File: src/rtl/reduce_pkg.sv
// Shared types and constants for the reduction tile sequencer and its result FIFO.
package reduce_pkg;

   localparam int unsigned TILE_N = 4;
   localparam int unsigned ACC_W  = 32;

   localparam logic [1:0] MODE_MAC   = 2'b00;
   localparam logic [1:0] MODE_OUTER = 2'b01;

   typedef enum logic [1:0] {
      ST_IDLE,
      ST_CLEAR,
      ST_STREAM,
      ST_DRAIN
   } state_t;

   typedef struct packed {
      logic live;
      logic is_clear;
      logic is_last;
   } tag_t;

   typedef logic signed [ACC_W-1:0] acc_word_t;
   typedef acc_word_t [TILE_N-1:0]  acc_vec_t;
   typedef acc_vec_t  [TILE_N-1:0]  acc_tile_t;

endpackage

File: src/rtl/reduction_result_fifo.sv
// Synchronous vector FIFO with occupancy count; DEPTH must be a power of two.
module reduction_result_fifo
   import reduce_pkg::*;
#(
   parameter int unsigned WIDTH = 128,
   parameter int unsigned DEPTH = 2,
   localparam int unsigned AW   = (DEPTH > 1) ? $clog2(DEPTH) : 1,
   localparam int unsigned CW   = $clog2(DEPTH) + 1
) (
   input  logic             clk,
   input  logic             rst_n,
   input  logic             push,
   input  logic [WIDTH-1:0] push_data,
   input  logic             pop,
   output logic [WIDTH-1:0] head,
   output logic             valid,
   output logic [CW-1:0]    count
);

   logic [WIDTH-1:0] mem [DEPTH];
   logic [AW-1:0]    wr_ptr;
   logic [AW-1:0]    rd_ptr;
   logic             do_push;
   logic             do_pop;

   assign valid   = (count != '0);
   assign do_pop  = pop && valid;
   assign do_push = push && ((count < CW'(DEPTH)) || do_pop);
   assign head    = mem[rd_ptr];

   always_ff @(posedge clk) begin
      if (!rst_n) begin
         wr_ptr <= '0;
         rd_ptr <= '0;
         count  <= '0;
      end else begin
         if (do_push) begin
            mem[wr_ptr] <= push_data;
            wr_ptr      <= wr_ptr + 1'b1;
         end
         if (do_pop) begin
            rd_ptr <= rd_ptr + 1'b1;
         end
         case ({do_push, do_pop})
            2'b10:   count <= count + 1'b1;
            2'b01:   count <= count - 1'b1;
            default: count <= count;
         endcase
      end
   end

endmodule

File: src/rtl/reduction_tile_sequencer.sv
// Feeds partial-sum tiles to the 2-cycle reduction accumulator, sequences clears,
// and captures finished column-sum vectors into a credit-protected result FIFO.
module reduction_tile_sequencer
   import reduce_pkg::*;
#(
   parameter int unsigned TILE_SIZE  = 4,
   parameter int unsigned ACC_WIDTH  = 32,
   parameter int unsigned MAX_KTILES = 256,
   parameter int unsigned RES_DEPTH  = 2,
   localparam int unsigned KCNT_W    = $clog2(MAX_KTILES + 1),
   localparam int unsigned VEC_W     = ACC_WIDTH * TILE_SIZE,
   localparam int unsigned MAT_W     = VEC_W * TILE_SIZE
) (
   input  logic              clk,
   input  logic              rst_n,
   input  logic              cfg_valid,
   output logic              cfg_ready,
   input  logic [1:0]        cfg_mode,
   input  logic [KCNT_W-1:0] cfg_num_k,
   input  logic              tile_valid,
   output logic              tile_ready,
   input  logic [MAT_W-1:0]  tile_data,
   output logic              acc_valid_in,
   output logic [1:0]        acc_mode,
   output logic              acc_clear,
   output logic [MAT_W-1:0]  acc_mat,
   input  logic [VEC_W-1:0]  acc_vec,
   input  logic              acc_valid_out,
   output logic              res_valid,
   input  logic              res_ready,
   output logic [VEC_W-1:0]  res_vec,
   output logic              busy
);

   localparam int unsigned CW = $clog2(RES_DEPTH) + 1;
   localparam int unsigned UW = CW + 2;

   state_t            state;
   state_t            state_nx;
   logic [1:0]        mode_q;
   logic [KCNT_W-1:0] num_k_q;
   logic [KCNT_W-1:0] k_cnt;
   tag_t [2:0]        tags;
   tag_t              new_tag;
   logic              err_sticky;

   logic [CW-1:0]     fifo_count;
   logic [1:0]        inflight;
   logic [UW-1:0]     used;
   logic              has_credit;
   logic              is_mac;
   logic              last_k;
   logic              pipe_empty;
   logic              issue_clear;
   logic              handshake;
   logic              fifo_push;

   assign is_mac     = (mode_q == MODE_MAC);
   assign last_k     = (k_cnt == num_k_q - KCNT_W'(1));
   assign pipe_empty = !(tags[0].live || tags[1].live || tags[2].live);
   assign handshake  = tile_valid && tile_ready;

   // Results already queued plus those still in the accumulator pipe must fit.
   always_comb begin
      inflight = '0;
      for (int unsigned i = 0; i < 3; i++) begin
         inflight = inflight + 2'(tags[i].live && tags[i].is_last);
      end
   end

   assign used       = UW'(fifo_count) + UW'(inflight);
   assign has_credit = (used < UW'(RES_DEPTH));

   always_comb begin
      state_nx    = state;
      cfg_ready   = 1'b0;
      tile_ready  = 1'b0;
      issue_clear = 1'b0;
      case (state)
         ST_IDLE: begin
            cfg_ready = 1'b1;
            if (cfg_valid) begin
               state_nx = (cfg_mode == MODE_MAC) ? ST_CLEAR : ST_STREAM;
            end
         end
         ST_CLEAR: begin
            if (has_credit) begin
               issue_clear = 1'b1;
               state_nx    = ST_STREAM;
            end
         end
         ST_STREAM: begin
            tile_ready = (k_cnt < num_k_q) && (is_mac || has_credit);
            if (tile_valid && tile_ready && last_k) begin
               state_nx = ST_DRAIN;
            end
         end
         ST_DRAIN: begin
            if (pipe_empty) begin
               state_nx = ST_IDLE;
            end
         end
         default: state_nx = ST_IDLE;
      endcase
   end

   always_comb begin
      new_tag          = '0;
      new_tag.live     = handshake || issue_clear;
      new_tag.is_clear = issue_clear;
      new_tag.is_last  = handshake && (!is_mac || last_k);
   end

   always_ff @(posedge clk) begin
      if (!rst_n) begin
         state        <= ST_IDLE;
         mode_q       <= '0;
         num_k_q      <= '0;
         k_cnt        <= '0;
         tags         <= '0;
         err_sticky   <= 1'b0;
         acc_valid_in <= 1'b0;
         acc_clear    <= 1'b0;
         acc_mode     <= '0;
         acc_mat      <= '0;
      end else begin
         state <= state_nx;
         if (state == ST_IDLE && cfg_valid) begin
            mode_q  <= cfg_mode;
            num_k_q <= (cfg_num_k == '0) ? KCNT_W'(1) : cfg_num_k;
            k_cnt   <= '0;
         end else if (handshake) begin
            k_cnt <= k_cnt + KCNT_W'(1);
         end
         acc_valid_in <= handshake;
         acc_clear    <= issue_clear;
         if (handshake) begin
            acc_mat  <= tile_data;
            acc_mode <= mode_q;
         end else if (issue_clear) begin
            acc_mode <= mode_q;
         end
         tags <= {tags[1:0], new_tag};
         if (acc_valid_out != tags[2].live) begin
            err_sticky <= 1'b1;
         end
      end
   end

   // Clear tags also raise valid_out; only last-tile tags carry a finished vector.
   assign fifo_push = tags[2].live && tags[2].is_last && !tags[2].is_clear;

   reduction_result_fifo #(
      .WIDTH (VEC_W),
      .DEPTH (RES_DEPTH)
   ) u_fifo (
      .clk       (clk),
      .rst_n     (rst_n),
      .push      (fifo_push),
      .push_data (acc_vec),
      .pop       (res_ready),
      .head      (res_vec),
      .valid     (res_valid),
      .count     (fifo_count)
   );

   assign busy = (state != ST_IDLE) || !pipe_empty;

endmodule

File: config.mk
export PLATFORM = sky130hd
export DESIGN_NAME = reduction_tile_sequencer
export DESIGN_NICKNAME = d
export VERILOG_FILES = /design/src/rtl/reduce_pkg.sv /design/src/rtl/reduction_result_fifo.sv /design/src/rtl/reduction_tile_sequencer.sv
export SDC_FILE = /design/constraint.sdc
export NUM_CORES = 1
export LEC_CHECK = 0
export CAP_MARGIN = 20
export CORE_AREA = 5 5 508 510
export DETAILED_ROUTE_END_ITERATION = 12
export DIE_AREA = 0 0 513 515
export PLACE_DENSITY = 0.36
export SYNTH_ARGS = -nofsm -noshare
export SYNTH_HDL_FRONTEND = slang
export SYNTH_SLANG_ARGS = --single-unit
export TNS_END_PERCENT = 50
File: constraint.sdc
create_clock -name clk -period 15.1 [get_ports clk]
set_clock_uncertainty 0.05 [all_clocks]
set_input_delay 3.02 -clock clk [delete_from_list [all_inputs] [get_ports clk]]
set_output_delay 3.02 -clock clk [all_outputs]
set_load 0.03 [all_outputs]
# Word level (Yosys, flattened, before mapping)
# Memories as Yosys holds them, arrays and structs flattened. A register that Yosys moved wholly into a read port is not among the register bits.
# Cells that the tools add are included.
# totals
input_bits	657
mem_bits_rw	256
reg_bits	550
mem_count	1
out_inout_bits	648
romBits	0
wordCells	93
latch_bits	0
# op_classes
n_div	0
n_lt_le_gt_ge	3
add_sub_neg	9
shifts	0
n_eq_ne	10
n_bitwise	1
mul	0
n_mux	19
reduce_logical	31
# mem_list
memory	words	word_bits	read_ports	rd_ports_with_merged_regs	wr	line	rtl
u_fifo.mem	2	128	1	1	1	reduction_result_fifo.sv:20	logic [WIDTH-1:0] mem [DEPTH];
# ops
cell	n
$mux 2	7
$logic_and 1x1->1	12
$add 9x1->9 const B	1
$eq 9x9->1	1
$logic_not 9->1	1
$lt 9x9->1	1
$mux 1	9
$mux 9	1
$sub 9x1->9 const B	1
$ne 2x2->1 const B	4
$pmux 2 s4	1
$reduce_bool 2->1	4
$logic_or 1x1->1	7
$eq 2x2->1 const B	3
$logic_not 2->1	3
$eq 2x1->1 const B	2
$pmux 2 s2	1
$reduce_and 4->1	1
$add 2x2->3	1
$lt 3x2->1 const B	1
$add 1x1->1 const B	2
$add 1x1->2	1
$add 2x1->2	1
$add 2x1->2 const B	1
other kinds (5)	6

# Depth between registers and ports, before layout
# Gate-level depths: netlist of run 1.
# depth
word_depth	11
mapped_depth	13
depth_no_buf	10

# Hierarchy
# A second synthesis of run 1 with hierarchy kept.
# hier_totals
hier_cells	2885
area_unflattened_um2	30151.4
# by_module_without_submodules
mod	area_each_um2	instances	seq_area_each_um2	cells_each
reduction_tile_sequencer	20679.8	1	10930.5	2462
reduction_result_fifo	9471.6	1	7787.5	423

# Worst setup path before layout of run 1
# Ideal clock, no wire load.
# synth_timing
kind	input to register
from	input rst_n
to	memory u_fifo.mem[0][0] (enable)
required_ps	14278
arrival_time_ps	12317
setup_time_ps	772
stages	4
path_buffers	2
setup_slack_ps	1961
cell_sequence	clkbuf_1 > inv_2 > clkbuf_1 > nor3_1
# synth_via
elab_chain_cells	2
# synth_rtl
item	line	rtl
start, declared	reduction_tile_sequencer.sv:15	input logic rst_n,
$mux 1	reduction_result_fifo.sv:32	if (!rst_n) begin
$mux 1 (implied by the code)	reduction_result_fifo.sv:38	mem[wr_ptr] <= push_data;
end, declared	reduction_result_fifo.sv:20	
# No other way between the ends.

==> results.sh, run 1 <==
export IMPL_drive_above_1_share=0.0817
export IMPL_synthTopCellsByArea="dfxtp_1, edfxtp_1, nand2_1"
export IMPL_grt_pass1_vias=26285
export IMPL_fin_ws_ps=7950
export IMPL_max_freq_ghz=0.140
export IMPL_cts_root_buf="clkbuf_16"
export IMPL_placementRows=185
export IMPL_drtPass1Iterations=5
export IMPL_cts_sink_count=807
export IMPL_rsz0062_at_grt="no"
export IMPL_min_period_ps=7150
export IMPL_grt_usage=0.147
export IMPL_worstPathArrival_ps=4080
export IMPL_core_sq_um=253000
export IMPL_ys_seq_elements=807
export IMPL_final_util=0.194
export IMPL_antenna_found_initial=221
export IMPL_htreeDepth=3
export IMPL_synth_nets=3553
export IMPL_hold_buffers=0
export IMPL_cap_viol_max_count=0
export IMPL_gp_congestion=0.905
export IMPL_drc_errors=0
export IMPL_power_density_nw_per_um2=134
export IMPL_hold_path_class="reg2reg"
export IMPL_synth_ff_type="dfxtp_1"
export IMPL_yosys_top_cells_count="nand2_1, dfxtp_1, a21oi_1"
export IMPL_wl_per_cell_um=26.8
export IMPL_cp_start_kind="flip-flop"
export IMPL_critPathKind="reg2out"
export IMPL_cts_setup_buffers=0
export IMPL_finalSetupViolations=0
export IMPL_grt_busiest_layer="met2"
export IMPL_power_leakage_nw=15.7
export IMPL_fin_nets=4796
export IMPL_grt_pass1_wl_um=260000
export IMPL_hold_viol=0
export IMPL_wirelength_um=204000
export IMPL_fin_tns_setup_ps=0
export IMPL_synth_area_sq_um=29100
export IMPL_die_h_um=515
export IMPL_grt_remaining_overflow=0
export IMPL_cts_resized=0
export IMPL_cts_clk_slew_worst_paths_ps=60
export IMPL_place_ws_ps=8010
export IMPL_seq_area_frac_synth=0.644
export IMPL_power_mw=6.60
export IMPL_outcome="complete, no violations"
export IMPL_ios=1305
export IMPL_yosys_area_top_type="dfxtp_1"
export IMPL_netlist_area_leader_share=0.380
export IMPL_clk_latency_ps=750
export IMPL_syn_avg_cell_area_sq_um=10.1
export IMPL_start_util=0.115
export IMPL_worst_slew_pin_slew_ps=1000
export IMPL_io_buffer_count=1303
export IMPL_ctsLongestPathBuffers=3
export IMPL_grt_start_max_net_pins=149
export IMPL_antenna_left=0
export IMPL_synth_edf_count=256
export IMPL_cts_made_buffers=108
export IMPL_yosysMostFrequentCell="nand2_1"
export IMPL_slew_viol_final=0
export IMPL_relSlewSlack=0.333
export IMPL_critPathMaxFanout=54
export IMPL_worstPathRequired_ps=12030
export IMPL_place_hpwl_um=165000
export IMPL_vias_per_cell=3.50
export IMPL_vdd_drop_max_mv=0.0881
export IMPL_grt_use_met3=0.104
export IMPL_synthArstFlopShare=0
export IMPL_fin_crit_sh=0.474
export IMPL_grt_use_met1=0.153
export IMPL_route_vias_total=26633
export IMPL_endpoint_kind="output port"
export IMPL_drt_initial_drc_count=1459
export IMPL_netlist_instances=2878
export IMPL_fp_dieArea_sq_um=264000
export IMPL_die_w_um=513
export IMPL_use_met2=0.236
export IMPL_ys_types=54
export IMPL_yosys_warnings=0
export IMPL_area_delta_synth_final_pct=69.2
export IMPL_cts_tree="built"
through the flow:
| stage | hold slack (ps) | instances | instance area (sq um) |
|---|---|---|---|
| floorplan | 362 | 2878 | 29100 |
| detailed placement | 383 | 7377 | 45500 |
| global route | 418 | 7586 | 49100 |
| CTS | 397 | 7577 | 49100 |
| finish | 390 | 7612 | 49200 |
| global placement | 374 | 7377 | 45500 |
cells in the final DEF, fill, tap and decap left out, types with 4 or more instances in the layout:
master	count
or3_1	4
buf_12	4
and2_1	8
a21oi_1	527
clkbuf_16	109
clkbuf_1	25
buf_4	22
bufinv_16	4
xor2_1	6
nand3_1	7
diode_2	35
clkinv_1	8
clkinv_16	6
clkinv_2	21
mux2_2	128
dfxtp_1	550
o21ai_0	6
ha_1	16
inv_1	18
nor2_1	16
clkdlybuf4s50_1	1303
xnor2_1	9
clkbuf_8	17
clkinvlp_4	4
nor3_1	5
clkinv_4	5
a21oi_2	11
edfxtp_1	256
nand2_1	1063
worst paths after layout:
check                           slack [ps]  depth (start not counted)            start           to
worst max-delay path                  7950                          4        flip-flop  res_vec[81]
worst min-delay path                   390                          1          tags[4]      tags[7]
worst max register to register        9570                         12  u_fifo.count[0]  acc_mat[76]
worst min register to register         390                          1          tags[4]      tags[7]
sequential cells by signal, indices dropped and copies added (netlist names), named ones only:
register	flops
acc_mat	512
u_fifo.mem	256
k_cnt	9
num_k_q	9
tags	9
acc_mode	2
mode_q	2
state	2
u_fifo.count	2
acc_valid_in	1
u_fifo.rd_ptr	1
u_fifo.wr_ptr	1
kinds of logic after synthesis:
kind of cell | Yosys count | synth area share
AND/OR/NAND/NOR | 1127 | 0.152
buffers and inverters | 215 | 0.0396
XOR/XNOR | 15 | 0.00452
multiplexers | 131 | 0.0506
AO/OA/AOI/OAI | 565 | 0.101
flip-flops | 807 | 0.644
adder cells (fa/ha/maj) | 18 | 0.00827
worst max-delay path: stages (launching register included):
cell and delay [ps]:
dfxtp_4 660, buf_4 620, buf_4 780, mux2_2 500, clkdlybuf4s50_1 670
report_power, final:
part	internal, mW	leakage [nW]	switching [mW]
clock	1.49	1.74	1.11
sequential	2.40	6.76	0.103
combinational	0.556	7.18	0.945
layer usage:
metal  part of all wire  routed length, um
met4              0.030               6090
met2               0.45              91700
met3               0.15              30100
met1               0.37              74900
met5             0.0046                944
cell type report:
cell class                      count  area (sq um)
Antenna cell                       35          87.6
Clock inverter                     49           518
Clock buffer                      151          3060
Multi-Input combinational cell   1856          9200
Inverter                           19          78.8
Timing Repair Buffer             1329         13300
Fill cell                       27928        204000
Sequential cell                   807         18700
Tap cell                         3366          4210
Note: power is estimated with default switching activity, not from simulation.
==> run 2, diff against run 1 <==
- clock period: 15.1 -> 6.7 ns (I/O delays scaled with it)
==> run 2 against run 1 <==
Critical endpoint is now tile_ready. Utilization about the same. Critical path type unchanged. Via count down 0.82%. Setup slack worse by 6300 ps. Die area unchanged. Power up 130%.
==> results.sh, run 2 (synthesis results as in run 1) <==
export IMPL_outcome="complete, no violations"
export IMPL_grt_pass1_wl_um=256000
export IMPL_antenna_left=0
export IMPL_vias_per_cell=3.47
export IMPL_htreeDepth=3
export IMPL_endpoint_kind="output port"
export IMPL_final_common_cell="clkdlybuf4s50_1"
export IMPL_hold_buffers=0
export IMPL_die_h_um=515
export IMPL_grt_start_max_net_pins=158
export IMPL_grt_usage=0.144
export IMPL_cts_root_buf="clkbuf_16"
export IMPL_ctsLongestPathBuffers=3
export IMPL_r2r_cells=11
export IMPL_cts_setup_buffers=0
export IMPL_worstPathRequired_ps=5310
export IMPL_r2r_setup_slack_ps=2540
export IMPL_drtPass1Iterations=5
export IMPL_switchingPower_mw=4.94
export IMPL_fin_crit_sh=0.751
export IMPL_core_sq_um=253000
export IMPL_hold_path_class="reg2reg"
export IMPL_max_freq_ghz=0.199
export IMPL_drt_initial_drc_count=1470
export IMPL_whs_path_depth=1
export IMPL_vdd_drop_max_mv=0.219
export IMPL_rsz0062_at_grt="no"
export IMPL_area_delta_synth_final_pct=69.6
export IMPL_grt_remaining_overflow=0
export IMPL_critPathKind="reg2out"
export IMPL_antenna_found_initial=200
export IMPL_fin_tns_setup_ps=0
export IMPL_place_hpwl_um=161000
export IMPL_power_leakage_nw=15.7
export IMPL_seqPwrFrac=0.374
export IMPL_fp_dieArea_sq_um=264000
export IMPL_layout_common_cells="clkdlybuf4s50_1, nand2_1, dfxtp_1"
export IMPL_largest_register="acc_mat"
export IMPL_clkPwrFrac=0.397
export IMPL_swShare=0.328
export IMPL_wirelength_um=200000
export IMPL_critPathMaxFanout=4
export IMPL_wl_per_cell_um=26.3
export IMPL_route_vias_total=26415
export IMPL_die_w_um=513
export IMPL_slew_viol_final=0
export IMPL_hold_viol=0
export IMPL_grt_pass1_vias=25875
export IMPL_cts_made_buffers=110
export IMPL_power_density_nw_per_um2=306
export IMPL_io_buffer_count=1303
export IMPL_drc_errors=0
export IMPL_cap_viol_max_count=0
export IMPL_finalSetupViolations=0
export IMPL_worstPathArrival_ps=3640
export IMPL_relSlewSlack=0.296
export IMPL_cp_start_kind="flip-flop"
export IMPL_largest_reg_flops=512
export IMPL_cts_clk_slew_worst_paths_ps=60
export IMPL_cts_sink_count=807
export IMPL_cts_tree="built"
export IMPL_drive_above_1_share=0.0790
export IMPL_clk_latency_ps=780
export IMPL_cts_resized=0
export IMPL_start_util=0.115
export IMPL_min_period_ps=5030
export IMPL_ios=1305
export IMPL_p_int_mw=10.1
export IMPL_fin_nets=4800
export IMPL_placementRows=185
export IMPL_place_ws_ps=2400
export IMPL_p_comb_frac=0.229
export IMPL_fin_ws_ps=1670
export IMPL_gp_congestion=0.897
export IMPL_top_regs="acc_mat x512, u_fifo.mem x256"
export IMPL_worst_slew_pin_slew_ps=1060
[run 2: cell type report]
type / count / area (sq um)
Timing Repair Buffer: 1331 / 13400
Clock inverter: 50 / 547
Multi-Input combinational cell: 1856 / 9210
Clock buffer: 153 / 3050
Inverter: 19 / 78.8
Fill cell: 27914 / 204000
Antenna cell: 27 / 67.6
Tap cell: 3366 / 4210
Sequential cell: 807 / 18700
[run 2: critical path, stage by stage, from the launching register on]
cell and delay, ps:
dfxtp_1 410, inv_1 90, fa_1 470, nor2_1 150, fa_1 450, nor2_1 170
o21a_1 250, and3b_1 190, clkdlybuf4s50_1 690
[run 2: path summary, 6_finish.rpt]
kind             endpoint             from
max reg2reg  acc_mat[171]  u_fifo.count[0]
max            tile_ready  u_fifo.count[0]
min               tags[7]          tags[4]
min reg2reg       tags[7]          tags[4]
[run 2: metrics by stage]
| stage | cells | utilization | hold slack (ps) | area, sq um | power (mW) |
|---|---|---|---|---|---|
| global route | 7585 | 0.195 | 415 | 49200 | 15.8 |
| detailed placement | 7379 | 0.180 | 373 | 45600 | 9.28 |
| global placement | 7379 | 0.180 | 373 | 45600 | 9.28 |
| CTS | 7582 | 0.195 | 388 | 49200 | 15.5 |
| finish | 7609 | 0.195 | 386 | 49300 | 15.1 |
| floorplan | 2878 | - | 362 | 29100 | 7.44 |
[run 2: routing by layer]
layer,GRT usage,part of all wire,vias to the layer above
li1,-,-,12180
met1,0.162,0.39,12414
met2,0.228,0.44,1261
met3,0.0957,0.14,414
met4,0.0298,0.022,146
met5,0,0.0048,-
[run 2: power by group through the flow]
| stage | Sequential, mW | Clock [mW] | Combinational (mW) |
|---|---|---|---|
| floorplan | 6.38 | 0 | 1.06 |
| global placement | 5.73 | 0 | 3.55 |
| detailed placement | 5.74 | 0 | 3.54 |
| CTS | 5.64 | 6.28 | 3.56 |
| global route | 5.68 | 6.44 | 3.69 |
| finish | 5.64 | 5.98 | 3.46 |
==> run 3, diff against run 2 <==
- CORE_AREA: 5 5 508 510 -> 5 5 506 508
- DIE_AREA: 0 0 513 515 -> 0 0 511 513
- PLACE_DENSITY: 0.36 -> 0.37
- clock period: 6.7 -> 4.1 ns (I/O delays scaled with it)
==> run 3 against run 2 <==
Critical path depth did not move. Final area is 0.90% higher. Global-route usage is 0.49 points higher. Via count grew 1.7%. Combinational power increased by 66%. Clock power rose by 63%. Wire length grew 2.2%. Sequential share of layout area fell by 0.34 points. Non-clock buffer count rose by 29. Power grew 64%. Hold slack gained 2.2 ps. Count of clock-buffer cells in the layout up 5. Largest cell class unchanged. Highest routed layer unchanged.
==> results.sh, run 3 (synthesis results as in run 1) <==
export IMPL_place_hpwl_um=169000
export IMPL_drc_errors=0
export IMPL_grt_pass1_vias=26484
export IMPL_cts_setup_buffers=0
export IMPL_cts_tree="built"
export IMPL_met1_length_um=76900
export IMPL_cp_start_kind="flip-flop"
export IMPL_min_period_ps=3840
export IMPL_worst_slew_pin_slew_ps=1090
export IMPL_clk_latency_ps=770
export IMPL_max_freq_ghz=0.260
export IMPL_cp_slowest_cell="fa_1"
export IMPL_placementRows=184
export IMPL_finalSetupViolations=0
export IMPL_grt_start_max_net_pins=179
export IMPL_placed_area_sq_um=46000
export IMPL_critPathKind="reg2out"
export IMPL_top_regs="acc_mat x512, u_fifo.mem x256"
export IMPL_critPathMaxFanout=4
export IMPL_vias_per_cell=3.52
export IMPL_cp_common_cell="fa_1"
export IMPL_die_w_um=511
export IMPL_wl_met2_um=92000
export IMPL_cts_root_buf="clkbuf_16"
export IMPL_wl_met3_um=30800
export IMPL_seq_area_sq_um=18700
export IMPL_r2r_cells=12
export IMPL_outcome="complete, no violations"
export IMPL_hold_buffers=0
export IMPL_antenna_found_initial=197
export IMPL_cts_made_buffers=106
export IMPL_wirelength_um=204000
export IMPL_slew_viol_final=0
export IMPL_power_leakage_nw=15.9
export IMPL_start_util=0.116
export IMPL_vdd_drop_max_mv=0.338
export IMPL_antenna_left=0
export IMPL_relSlewSlack=0.274
export IMPL_max_stage_delay_ps=470
export IMPL_fill_cells=27608
export IMPL_fp_dieArea_sq_um=262000
export IMPL_io_buffer_count=1303
export IMPL_hold_path_class="reg2reg"
export IMPL_area_delta_synth_final_pct=71.2
export IMPL_final_common_cell="clkdlybuf4s50_1"
export IMPL_top_layer="met5"
export IMPL_route_vias_total=26871
export IMPL_ctsLongestPathBuffers=3
export IMPL_hold_viol=0
export IMPL_grt_pass1_wl_um=264000
export IMPL_whs_path_depth=1
export IMPL_cts_sink_count=807
export IMPL_worstPathArrival_ps=2970
export IMPL_power_density_nw_per_um2=497
export IMPL_grt_usage=0.149
export IMPL_cap_viol_max_count=0
export IMPL_fin_cells=7625
export IMPL_die_h_um=513
export IMPL_fin_nets=4825
export IMPL_largest_register="acc_mat"
export IMPL_drive_above_1_share=0.0871
export IMPL_grt_remaining_overflow=0
export IMPL_drt_initial_drc_count=1536
export IMPL_worstPathRequired_ps=3230
export IMPL_final_area_sq_um=49700
export IMPL_rsz0062_at_grt="no"
export IMPL_largest_reg_flops=512
export IMPL_gp_congestion=0.893
export IMPL_ios=1305
export IMPL_cts_clk_slew_worst_paths_ps=60
export IMPL_core_sq_um=251000
export IMPL_placed_cells=7390
export IMPL_fin_crit_sh=0.937
export IMPL_htreeDepth=3
export IMPL_wl_per_cell_um=26.8
export IMPL_layout_common_cells="clkdlybuf4s50_1, nand2_1, dfxtp_1"
export IMPL_drtPass1Iterations=5
export IMPL_endpoint_kind="output port"
export IMPL_crit_chain="inv_1, fa_1, nor2_1, fa_1, nor2_2, o21a_1, and3b_1, buf_2"
export IMPL_multi_input_area_sq_um=9230
==> run 3: changes by cell type in the layout (fill, tap and decap cells not counted), sizes merged <==
cell,before,now
buf,28,58
bufinv,7,10
clkbuf,153,158
clkdlybuf4s50,1303,1302
clkinv,35,21
diode,27,41
inv,24,21
==> run 3: per-stage QoR <==
stage	hold slack, ps	setup TNS, ps	power, mW	utilization	setup WS (ps)
after floorplan	362	-132260	12.2	-	-544
after global placement	375	0	15.2	0.184	294
after detailed placement	376	0	15.2	0.184	317
after CTS	390	0	25.3	0.198	59.1
after global routing	402	0	25.9	0.198	21.6
final	388	0	24.7	0.198	260
==> run 3: worst paths after layout <==
path	startpoint	end	slack (ps)
worst min-delay path	tags[4]	tags[7]	390
worst max-delay path	u_fifo.count[0]	tile_ready	260
worst min register to register	tags[4]	tags[7]	390
worst max register to register	u_fifo.count[0]	acc_mat[171]	470
==> run 3: timing repair <==
| item | in CTS | in global routing |
|---|---|---|
| endpoints found under the setup margin | 1 | 1 |
| gates resized for setup | 6 | 1 |
| hold endpoints to repair | 0 | 0 |
| pin swaps | 0 | 0 |
==> run 3: metal layers <==
layer,vias to the layer above,track usage
li1,12252,-
met1,12767,0.164
met2,1344,0.242
met3,384,0.101
met4,124,0.0244
met5,-,0
==> run 3: critical path: cells and delay by family, from the launching register on <==
kind	cells	cell delay [ps]
flops	1	360
buf+inv	2	280
simple gates	3	470
fa+ha+maj	2	930
compound gates	1	160
==> run 3: cell type report <==
cell class,instances,share of cell area
tap,3348,0.0842
clock buffer,158,0.0613
clock inverter,36,0.0112
timing repair buffer,1360,0.277
antenna,41,0.00206
inverter,19,0.00196
sequential,807,0.377
multi-input combinational,1856,0.186
==> run 3: power breakdown <==
part           switching (mW)  total (mW)  internal (mW)
logic                    3.59        5.75           2.16
clock network            3.97        9.75           5.78
registers               0.378        9.23           8.85
total                    7.94        24.7           16.8
